===== src/rtl/cal_rd_pkg.sv =====
// Shared types and constants for the calibration EEPROM reader.
// Latency: n/a (declarations only).
// Backpressure: n/a.
package cal_rd_pkg;

    localparam int ADR_W = 15;

    localparam logic [15:0] CRC_POLY = 16'h1021;
    localparam logic [15:0] CRC_INIT = 16'hFFFF;

    typedef enum logic [2:0] {
        ST_IDLE,
        ST_REQ,
        ST_WAIT,
        ST_EMIT,
        ST_FIN,
        ST_ERR
    } state_t;

endpackage


===== src/rtl/cal_eeprom_reader_if.sv =====
// EEPROM byte-read bus plus the address/data stream toward the calibration loader.
// Latency: n/a (wires only).
// Backpressure: none; the EEPROM side paces requests with ee_ack, the stream side is strobe-only.
interface cal_eeprom_reader_if;
    import cal_rd_pkg::*;

    logic             ee_req;
    logic [ADR_W-1:0] ee_adr;
    logic             ee_ack;
    logic [7:0]       ee_data;
    logic             ee_err;

    logic [ADR_W-1:0] ADR;
    logic [7:0]       DATA;
    logic [7:0]       DATA_DFF;
    logic             EN;

    modport master (
        output ee_req, ee_adr, ADR, DATA, DATA_DFF, EN,
        input  ee_ack, ee_data, ee_err
    );

    modport slave (
        input  ee_req, ee_adr, ADR, DATA, DATA_DFF, EN,
        output ee_ack, ee_data, ee_err
    );

endinterface


===== src/rtl/cal_crc16.sv =====
// CRC-16-CCITT (MSB-first) accumulator, one byte per enabled cycle.
// Latency: register updates on the edge where en=1; crc reflects it the next cycle.
// Backpressure: none; clr has priority over en.
module cal_crc16
    import cal_rd_pkg::*;
(
    input  logic        clk,
    input  logic        rst_n,
    input  logic        clr,
    input  logic        en,
    input  logic [7:0]  din,
    output logic [15:0] crc
);

    logic [15:0] crc_q;
    logic [15:0] crc_nxt;

    // Fold the byte into the top of the remainder, then shift out eight bits.
    always_comb begin
        crc_nxt = crc_q ^ {din, 8'h00};
        for (int i = 0; i < 8; i++) begin
            crc_nxt = crc_nxt[15] ? ((crc_nxt << 1) ^ CRC_POLY) : (crc_nxt << 1);
        end
    end

    // Remainder register with clear-to-init and enable.
    always_ff @(posedge clk or negedge rst_n) begin
        if (!rst_n)   crc_q <= CRC_INIT;
        else if (clr) crc_q <= CRC_INIT;
        else if (en)  crc_q <= crc_nxt;
    end

    assign crc = crc_q;

endmodule


===== src/rtl/cal_eeprom_reader.sv =====
// Walks EEPROM 0..LAST_ADR via req/ack byte reads and re-emits each byte as an EN-strobed stream.
// Latency: start->ee_req 1 cycle, ee_ack->EN 1 cycle, min 3 cycles per byte; done 1 cycle after last EN.
// Backpressure: none downstream; upstream waits up to TIMEOUT cycles for ee_ack. CAL_RD_CRC_EN adds CRC check.
module cal_eeprom_reader
    import cal_rd_pkg::*;
#(
    parameter logic [ADR_W-1:0] LAST_ADR = 15'h7FFF,
    parameter int               TIMEOUT  = 1023
) (
    input  logic                 clk,
    input  logic                 rst_n,
    input  logic                 start,
    cal_eeprom_reader_if.master  bus,
    output logic                 busy,
    output logic                 done,
    output logic                 timeout_err,
    output logic                 crc_err
);

    localparam logic [9:0] TO_LAST = 10'(TIMEOUT - 1);

    state_t           state, state_nxt;
    logic [ADR_W-1:0] adr_cnt;
    logic [9:0]       tcnt;
    logic [ADR_W-1:0] adr_q;
    logic [7:0]       data_q;
    logic [7:0]       dff_q;
    logic [7:0]       shadow;
    logic             terr_q;
    logic             accept;

    assign accept = (state == ST_IDLE) && start;

    // State register.
    always_ff @(posedge clk or negedge rst_n) begin
        if (!rst_n) state <= ST_IDLE;
        else        state <= state_nxt;
    end

    // Next-state selection; ack outranks both error and timeout in WAIT.
    always_comb begin
        state_nxt = state;
        case (state)
            ST_IDLE: if (start) state_nxt = ST_REQ;
            ST_REQ:  state_nxt = ST_WAIT;
            ST_WAIT: begin
                if (bus.ee_ack)           state_nxt = ST_EMIT;
                else if (bus.ee_err)      state_nxt = ST_ERR;
                else if (tcnt == TO_LAST) state_nxt = ST_ERR;
            end
            ST_EMIT: state_nxt = (adr_cnt == LAST_ADR) ? ST_FIN : ST_REQ;
            ST_FIN:  state_nxt = ST_IDLE;
            ST_ERR:  state_nxt = ST_IDLE;
            default: state_nxt = ST_IDLE;
        endcase
    end

    // Address counter, wait counter, byte latch and previous-byte shadow.
    always_ff @(posedge clk or negedge rst_n) begin
        if (!rst_n) begin
            adr_cnt <= '0;
            tcnt    <= '0;
            adr_q   <= '0;
            data_q  <= '0;
            dff_q   <= '0;
            shadow  <= '0;
        end else begin
            case (state)
                ST_IDLE: if (start) begin
                    adr_cnt <= '0;
                    shadow  <= '0;
                end
                ST_REQ:  tcnt <= '0;
                ST_WAIT: begin
                    tcnt <= tcnt + 10'd1;
                    if (bus.ee_ack) begin
                        adr_q  <= adr_cnt;
                        data_q <= bus.ee_data;
                        dff_q  <= shadow;
                    end
                end
                ST_EMIT: begin
                    shadow <= data_q;
                    // Saturate at LAST_ADR so a full 32K walk never wraps to 0.
                    if (adr_cnt != LAST_ADR) adr_cnt <= adr_cnt + 1'b1;
                end
                default: ;
            endcase
        end
    end

    // Sticky abort flag: set on entry to ERR, cleared by an accepted start.
    always_ff @(posedge clk or negedge rst_n) begin
        if (!rst_n)                                         terr_q <= 1'b0;
        else if (accept)                                    terr_q <= 1'b0;
        else if (state == ST_WAIT && state_nxt == ST_ERR)   terr_q <= 1'b1;
    end

`ifdef CAL_RD_CRC_EN
    localparam logic [ADR_W-1:0] CRC_LAST = LAST_ADR - 15'd2;

    logic [15:0] crc_val;
    logic        crc_en;
    logic        crc_q;

    // Only payload bytes feed the CRC; the last two bytes are the stored value.
    assign crc_en = (state == ST_EMIT) && (adr_cnt <= CRC_LAST);

    cal_crc16 u_crc (
        .clk   (clk),
        .rst_n (rst_n),
        .clr   (accept),
        .en    (crc_en),
        .din   (data_q),
        .crc   (crc_val)
    );

    // On the final EMIT, data_q is the stored high byte and shadow the low byte.
    always_ff @(posedge clk or negedge rst_n) begin
        if (!rst_n)      crc_q <= 1'b0;
        else if (accept) crc_q <= 1'b0;
        else if (state == ST_EMIT && state_nxt == ST_FIN && crc_val != {data_q, shadow})
            crc_q <= 1'b1;
    end

    assign crc_err = crc_q;
`else
    assign crc_err = 1'b0;
`endif

    assign bus.ee_req   = (state == ST_REQ);
    assign bus.ee_adr   = adr_cnt;
    assign bus.EN       = (state == ST_EMIT);
    assign bus.ADR      = adr_q;
    assign bus.DATA     = data_q;
    assign bus.DATA_DFF = dff_q;
    assign busy         = (state == ST_REQ) || (state == ST_WAIT) || (state == ST_EMIT);
    assign done         = (state == ST_FIN);
    assign timeout_err  = terr_q;

endmodule


===== src/flat_wrapper.sv =====
// flat-port wrapper written by rule: the top's interface ports become plain ports
module cal_eeprom_reader_flat import cal_rd_pkg::*;
#(
    parameter logic [ADR_W-1:0] LAST_ADR = 15'h7FFF,
    parameter int               TIMEOUT  = 1023
)
  (clk, rst_n, start, busy, done, timeout_err, crc_err, bus_ee_req, bus_ee_adr, bus_ADR, bus_DATA, bus_DATA_DFF, bus_EN, bus_ee_ack, bus_ee_data, bus_ee_err);
  cal_eeprom_reader_if bus_i ();
  input  logic clk;
  input  logic rst_n;
  input  logic start;
  output logic busy;
  output logic done;
  output logic timeout_err;
  output logic crc_err;
  output wire logic [$bits(bus_i.ee_req)-1:0] bus_ee_req;
  output wire logic [$bits(bus_i.ee_adr)-1:0] bus_ee_adr;
  output wire logic [$bits(bus_i.ADR)-1:0] bus_ADR;
  output wire logic [$bits(bus_i.DATA)-1:0] bus_DATA;
  output wire logic [$bits(bus_i.DATA_DFF)-1:0] bus_DATA_DFF;
  output wire logic [$bits(bus_i.EN)-1:0] bus_EN;
  input wire logic [$bits(bus_i.ee_ack)-1:0] bus_ee_ack;
  input wire logic [$bits(bus_i.ee_data)-1:0] bus_ee_data;
  input wire logic [$bits(bus_i.ee_err)-1:0] bus_ee_err;
  assign bus_ee_req = bus_i.ee_req;
  assign bus_ee_adr = bus_i.ee_adr;
  assign bus_ADR = bus_i.ADR;
  assign bus_DATA = bus_i.DATA;
  assign bus_DATA_DFF = bus_i.DATA_DFF;
  assign bus_EN = bus_i.EN;
  assign bus_i.ee_ack = bus_ee_ack;
  assign bus_i.ee_data = bus_ee_data;
  assign bus_i.ee_err = bus_ee_err;
  cal_eeprom_reader #(.LAST_ADR(LAST_ADR), .TIMEOUT(TIMEOUT)) u_core (.clk(clk), .rst_n(rst_n), .start(start), .bus(bus_i), .busy(busy), .done(done), .timeout_err(timeout_err), .crc_err(crc_err));
endmodule

===== config.mk =====
export PLATFORM = sky130hd
export DESIGN_NAME = cal_eeprom_reader_flat
export DESIGN_NICKNAME = d
export VERILOG_FILES = /design/src/rtl/cal_rd_pkg.sv /design/src/rtl/cal_eeprom_reader_if.sv /design/src/rtl/cal_crc16.sv /design/src/rtl/cal_eeprom_reader.sv /design/src/flat_wrapper.sv
export SDC_FILE = /design/constraint.sdc
export NUM_CORES = 1
export LEC_CHECK = 0
export CAP_MARGIN = 40
export CELL_PAD_IN_SITES_DETAIL_PLACEMENT = 0
export CELL_PAD_IN_SITES_GLOBAL_PLACEMENT = 1
export CORE_ASPECT_RATIO = 1.1
export CORE_MARGIN = 2
export CORE_UTILIZATION = 49
export CTS_CLUSTER_SIZE = 25
export DETAILED_ROUTE_END_ITERATION = 16
export DONT_BUFFER_PORTS = 1
export MAX_ROUTING_LAYER = met4
export PLACE_DENSITY_LB_ADDON = 0.2
export SETUP_SLACK_MARGIN = 0.5
export SLEW_MARGIN = 20
export SYNTH_ARGS = -nofsm -noshare
export SYNTH_HDL_FRONTEND = slang
export SYNTH_SLANG_ARGS = --single-unit

===== constraint.sdc =====
create_clock -name clk -period 2.1 [get_ports clk]
set_input_delay 0.21 -clock clk [delete_from_list [all_inputs] [get_ports clk]]
set_output_delay 0.21 -clock clk [all_outputs]
set_load 0.05 [all_outputs]

# After elaboration in Yosys (flattened, before gate mapping)
# Cells that the tools add are included.
# op_classes
eq_ne	10
n_mux	14
reduce_logical	11
addsub	2
# ops
op	n
15-bit 2-to-1 mux	2
15-bit one-hot mux with 2 select lines	1
10-bit one-hot mux with 2 select lines	1
8-bit one-hot mux with 2 select lines	1
15-bit by 1-bit adder with 15-bit output (second input constant)	1
15-bit == test (second input constant)	1
3-bit 2-to-1 mux	5
15-bit != test (second input constant)	1
3-bit one-hot mux with 4 select lines	1
10-bit by 1-bit adder with 10-bit output (second input constant)	1
10-bit == test (second input constant)	1
8-bit 2-to-1 mux	1
3-bit by 2-bit == test with 1-bit output (second input constant)	2
3-bit == test (second input constant)	2
2-bit nonzero test	3
2-bit AND reduction	2
3-bit by 1-bit == test with 1-bit output (second input constant)	1
3-bit logical NOT	1
3-bit AND reduction	1
1-bit logical AND	2
1-bit logical OR	2
1-bit 2-to-1 mux	2
2-bit by 1-bit != test with 1-bit output (second input constant)	1
2-bit != test (second input constant)	1
# totals
in_bits	13
output_inout_bits	52
regBits	68

# Longest topological paths before layout
# logic_depth
depth_word	9
depth_mapped	6
depth_no_buf	6

# Worst setup path before layout
# No wires, ideal clock.
# synth_timing
kind	flip-flop to flip-flop
startpoint	reg u_core.adr_cnt[0] (netlist: u_core.bus.ee_adr[0])
endpoint	reg u_core.adr_cnt[1] (netlist: u_core.bus.ee_adr[1])
path_stages_with_launch	7
slack_ns	0.100
arrival_time_ns	1.921
t_required_ns	2.021
path_buffers	1
path_cell_list	dfrtp_1 > ha_1 > nand4_1 > nor4_2 > buf_4 > nand2b_1 > mux2i_1
# synth_between
elab_chain_cells	3
# synth_lines
item	line	text
from (decl)	cal_eeprom_reader.sv:23	logic [ADR_W-1:0] adr_cnt;
from (signal assigned)	cal_eeprom_reader.sv:85	if (adr_cnt != LAST_ADR) adr_cnt <= adr_cnt + 1'b1;
15-bit by 1-bit adder with 15-bit output / 15-bit != test (equally long branches)	cal_eeprom_reader.sv:85	
15-bit 2-to-1 mux / 2-bit by 1-bit != test with 1-bit output (equally long branches)	-	
15-bit one-hot mux with 2 select lines / 3-bit AND reduction (equally long branches)	-	
# Parallel ways exist; a longest one is shown, timed or not. The select of a mux whose other input is x is not followed.
# A chain may end at the register's enable or synchronous reset.

# Worst setup path in the final report
# layout_timing
startpoint	reg u_core.adr_cnt[3] (netlist: u_core.bus.ee_adr[3])
endpoint	reg u_core.adr_cnt[9] (netlist: u_core.bus.ee_adr[9])
# Same word-level chain as after synthesis.

==> run metrics <==
critical path data arrival time 2050 ps; net count reported at finish 318; number of clock sinks seen by CTS 68; data required time at the worst endpoint 2380 ps; cell area after layout 0.00410 sq mm; Synth Flop Type sky130_fd_sc_hd__dfrtp_1; sequential-to-total area share from yosys stat 55.6%; ratio of cells with drive above 1 in the final layout 41.0%; count of standard-cell rows 30; netlist area before placement 0.00306 sq mm; cell types occupying the most area after synthesis sky130_fd_sc_hd__dfrtp_1, sky130_fd_sc_hd__mux2_1, sky130_fd_sc_hd__a22o_1; path class of the lowest-slack min-delay path input port to asynchronous set/reset pin; number of filler instances in the final layout 456; violated checks hold timing; maximum clock rate 567 MHz; area post-placement 0.00333 sq mm; clock tree from TritonCTS built; commonest cells in the synthesized netlist sky130_fd_sc_hd__dfrtp_1, sky130_fd_sc_hd__mux2_1, sky130_fd_sc_hd__a21oi_1, sky130_fd_sc_hd__nor2_1; ports placed on the boundary 65; mean instance size in the synthesized netlist 12.0 sq um; area inside the core boundary 0.00612 sq mm; biggest fanout along the worst timing path 7; share of synthesized cell area in full adder, half adder and majority cells 1.23%; total count of max-transition violations in the final report 0; die height 86.9 um; status finished with violations; total area of multi-input combinational cells 0.00147 sq mm; leakage power 0.00187 uW; number of buffers on the longest clock path 2; antenna violations before repair 0; reg-to-reg critical path startpoint u_core.bus.ee_adr[3]; Synth Area in Compound Gates 13.6%; wire length of the first global-routing pass 11400 um; width of the die 79.3 um; overall via count from detail_route 2242; synthesis-stage register bit count 68; clock period minus final worst setup slack 1770 ps; relative max-transition margin 64.3%; DP Wirelength 4320 um; measured slew at the worst slew-check pin 535 ps; Power Density 1330 mW/mm^2; simple-gate share of the synthesized area 13.3%; maximum number of pins on one net before global-route repair 69; register-to-register setup slack 330 ps; Unique masters post-synth 49; cts bufs inserted 9; DR pass1 iterations 4; share of the synthesized netlist area taken by xor and xnor gates 0.286%; biggest area consumer among synthesized cells sky130_fd_sc_hd__dfrtp_1; number of cells produced by synthesis 254; warning count from the yosys run 0; combinational family with the most area after synthesis compound AO/OA/AOI/OAI gates; cell chosen for the clock root sky130_fd_sc_hd__clkbuf_8; Peak VDD IR 943 uV; dominant cell by count in the synthesized netlist sky130_fd_sc_hd__dfrtp_1; storage element area 0.00173 sq mm; Port Buffer Count 0; number of max-cap violations 0; fraction of post-synthesis cell area in the top cell type by area 55.6%; Syn Nets 270; Placer Congestion 0.785; critical setup path kind flop to flop; number of cells on the worst reg-to-reg path 4; initial core utilization 50.0%; Post-synth EDFFs 0; DRT antenna net count 0; endpoint class of the critical path flop; number of hold violations in the final report 68; mux cell area share after synthesis 12.4%; Hold Worst Slack -458 ps; Clock Skew 5.39 ps; post-route setup TNS 0 ps; post-cts hold buffer count 8; final period utilization 84.1%; Final Total Pwr 5450 uW; die area 0.00689 sq mm; number of global-route vias before repair 2314; total routing resource utilization after global routing 22.7%; latest clock arrival within the worst-skew pair 350 ps; area overhead of the layout relative to synthesis 34.0%; setup-violating endpoint count in the final report 0; DRC violation total after the first TritonRoute iteration 90; final wirelength 7370 um; antenna diode instance count 0; maximum level of the CTS H-tree 3; remaining design rule violation count 0; drt wl/cell 19.0 um; reg-to-reg critical path endpoint u_core.bus.ee_adr[9]; startpoint type of the worst setup path flop; ys async rst share 100%; RSZ-0062 raised after global routing true; routed via count divided by cell count 5.79; global route overflow 0; clock-pin slew reported for the worst setup and hold paths after clock tree synthesis 80 ps
[metal layers]
| metal | GRT usage, % | share of wire [%] | vias to the layer above |
|---|---|---|---|
| met5 | - | 0 | - |
| li1 | - | - | 1051 |
| met1 | 28.8 | 46 | 1111 |
| met3 | 4.98 | 5.0 | 12 |
| met2 | 34.8 | 48 | 68 |
| met4 | 10.7 | 1.7 | 0 |
[layout make-up]
cell class | count | share of cell area, %
Inverter | 10 | 1.16
Clock buffer | 12 | 3.79
Clock inverter | 4 | 2.32
Sequential cell | 68 | 42.2
Multi-Input combinational cell | 165 | 35.9
Timing Repair Buffer | 48 | 12.2
Tap cell | 80 | 2.44
[sequential cells by signal, summed over array words and instances, names as in the netlist]
signal and flops:
u_core.bus.ee_adr 15, u_core.bus.ADR 15, u_core.bus.DATA_DFF 8, u_core.tcnt 10, u_core.bus.DATA 8, u_core.timeout_err 1
u_core.state 3, u_core.shadow 8
[power breakdown]
part | internal, uW | switching, uW | leakage (uW)
Combinational | 830 | 788 | 0.000859
Sequential | 1580 | 892 | 0.000885
Clock | 853 | 510 | 0.000127
Total | 3260 | 2190 | 0.00187
[worst max path at each step]
stage          depth (start not counted)                   end  slack, ps                 start
3_5_place_dp                           4  u_core.bus.ee_adr[8]        310  u_core.bus.ee_adr[5]
4_1_cts                                5  u_core.bus.ee_adr[9]        370  u_core.bus.ee_adr[1]
5_1_grt                                4  u_core.bus.ee_adr[9]        300  u_core.bus.ee_adr[3]
2_1_floorplan                          5  u_core.bus.ee_adr[9]        440  u_core.bus.ee_adr[1]
3_3_place_gp                           4  u_core.bus.ee_adr[8]        310  u_core.bus.ee_adr[5]
6_report                               4  u_core.bus.ee_adr[9]        330  u_core.bus.ee_adr[3]
[cell families (layout without fill, tap and decap cells)]
kind of cell | Yosys count | count (layout)
other | 1 | 1
xor gates and xnor gates | 1 | 1
DFF | 68 | 68
buffers and inverters | 21 | 74
adders and majority gates | 3 | 3
AOI/OAI and AO/OA | 60 | 60
muxes | 34 | 34
and+or+nand+nor | 66 | 66
[worst max-delay path: stages (launching register included)]
cell and delay [ps]:
sky130_fd_sc_hd__dfrtp_4 570, sky130_fd_sc_hd__and4_1 260, sky130_fd_sc_hd__nand4_1 240, sky130_fd_sc_hd__or4_1 480
sky130_fd_sc_hd__a21oi_1 150
[repair_timing]
| action | 4_1_cts | 5_1_grt |
|---|---|---|
| setup endpoints to repair | 61 | 64 |
| buffers inserted | 13 | 4 |
| resized for setup | 35 | 36 |
| endpoints found under the hold margin | 76 | 68 |
| cloned | 3 | 0 |
| pin swaps | 9 | 17 |
[cells in the final DEF (no fill, tap or decap), types with 7 or more instances in the layout]
cell / n
sky130_fd_sc_hd__inv_1: 7
sky130_fd_sc_hd__o21ai_0: 7
sky130_fd_sc_hd__a22o_1: 9
sky130_fd_sc_hd__buf_6: 9
sky130_fd_sc_hd__buf_4: 24
sky130_fd_sc_hd__dlygate4sd3_1: 8
sky130_fd_sc_hd__nand4_1: 8
sky130_fd_sc_hd__o211ai_1: 7
sky130_fd_sc_hd__dfrtp_2: 14
sky130_fd_sc_hd__clkbuf_8: 11
sky130_fd_sc_hd__dfrtp_1: 51
sky130_fd_sc_hd__a21oi_1: 11
sky130_fd_sc_hd__nand2_1: 10
sky130_fd_sc_hd__mux2_4: 28
sky130_fd_sc_hd__nor2_1: 10
[through the flow]
| step | worst slack, ps | hold WS (ps) | util, % | std cells |
|---|---|---|---|---|
| final | 335 | -458 | 67.0 | 387 |
| after global routing | 304 | -472 | 67.0 | 387 |
| after CTS | 366 | -464 | 64.3 | 383 |
| after detailed placement | 309 | -84.1 | 54.4 | 343 |
| after global placement | 310 | -84.3 | 54.4 | 343 |
| after floorplan | 437 | -85.6 | - | 254 |
Power figures use the tool's default switching activity.
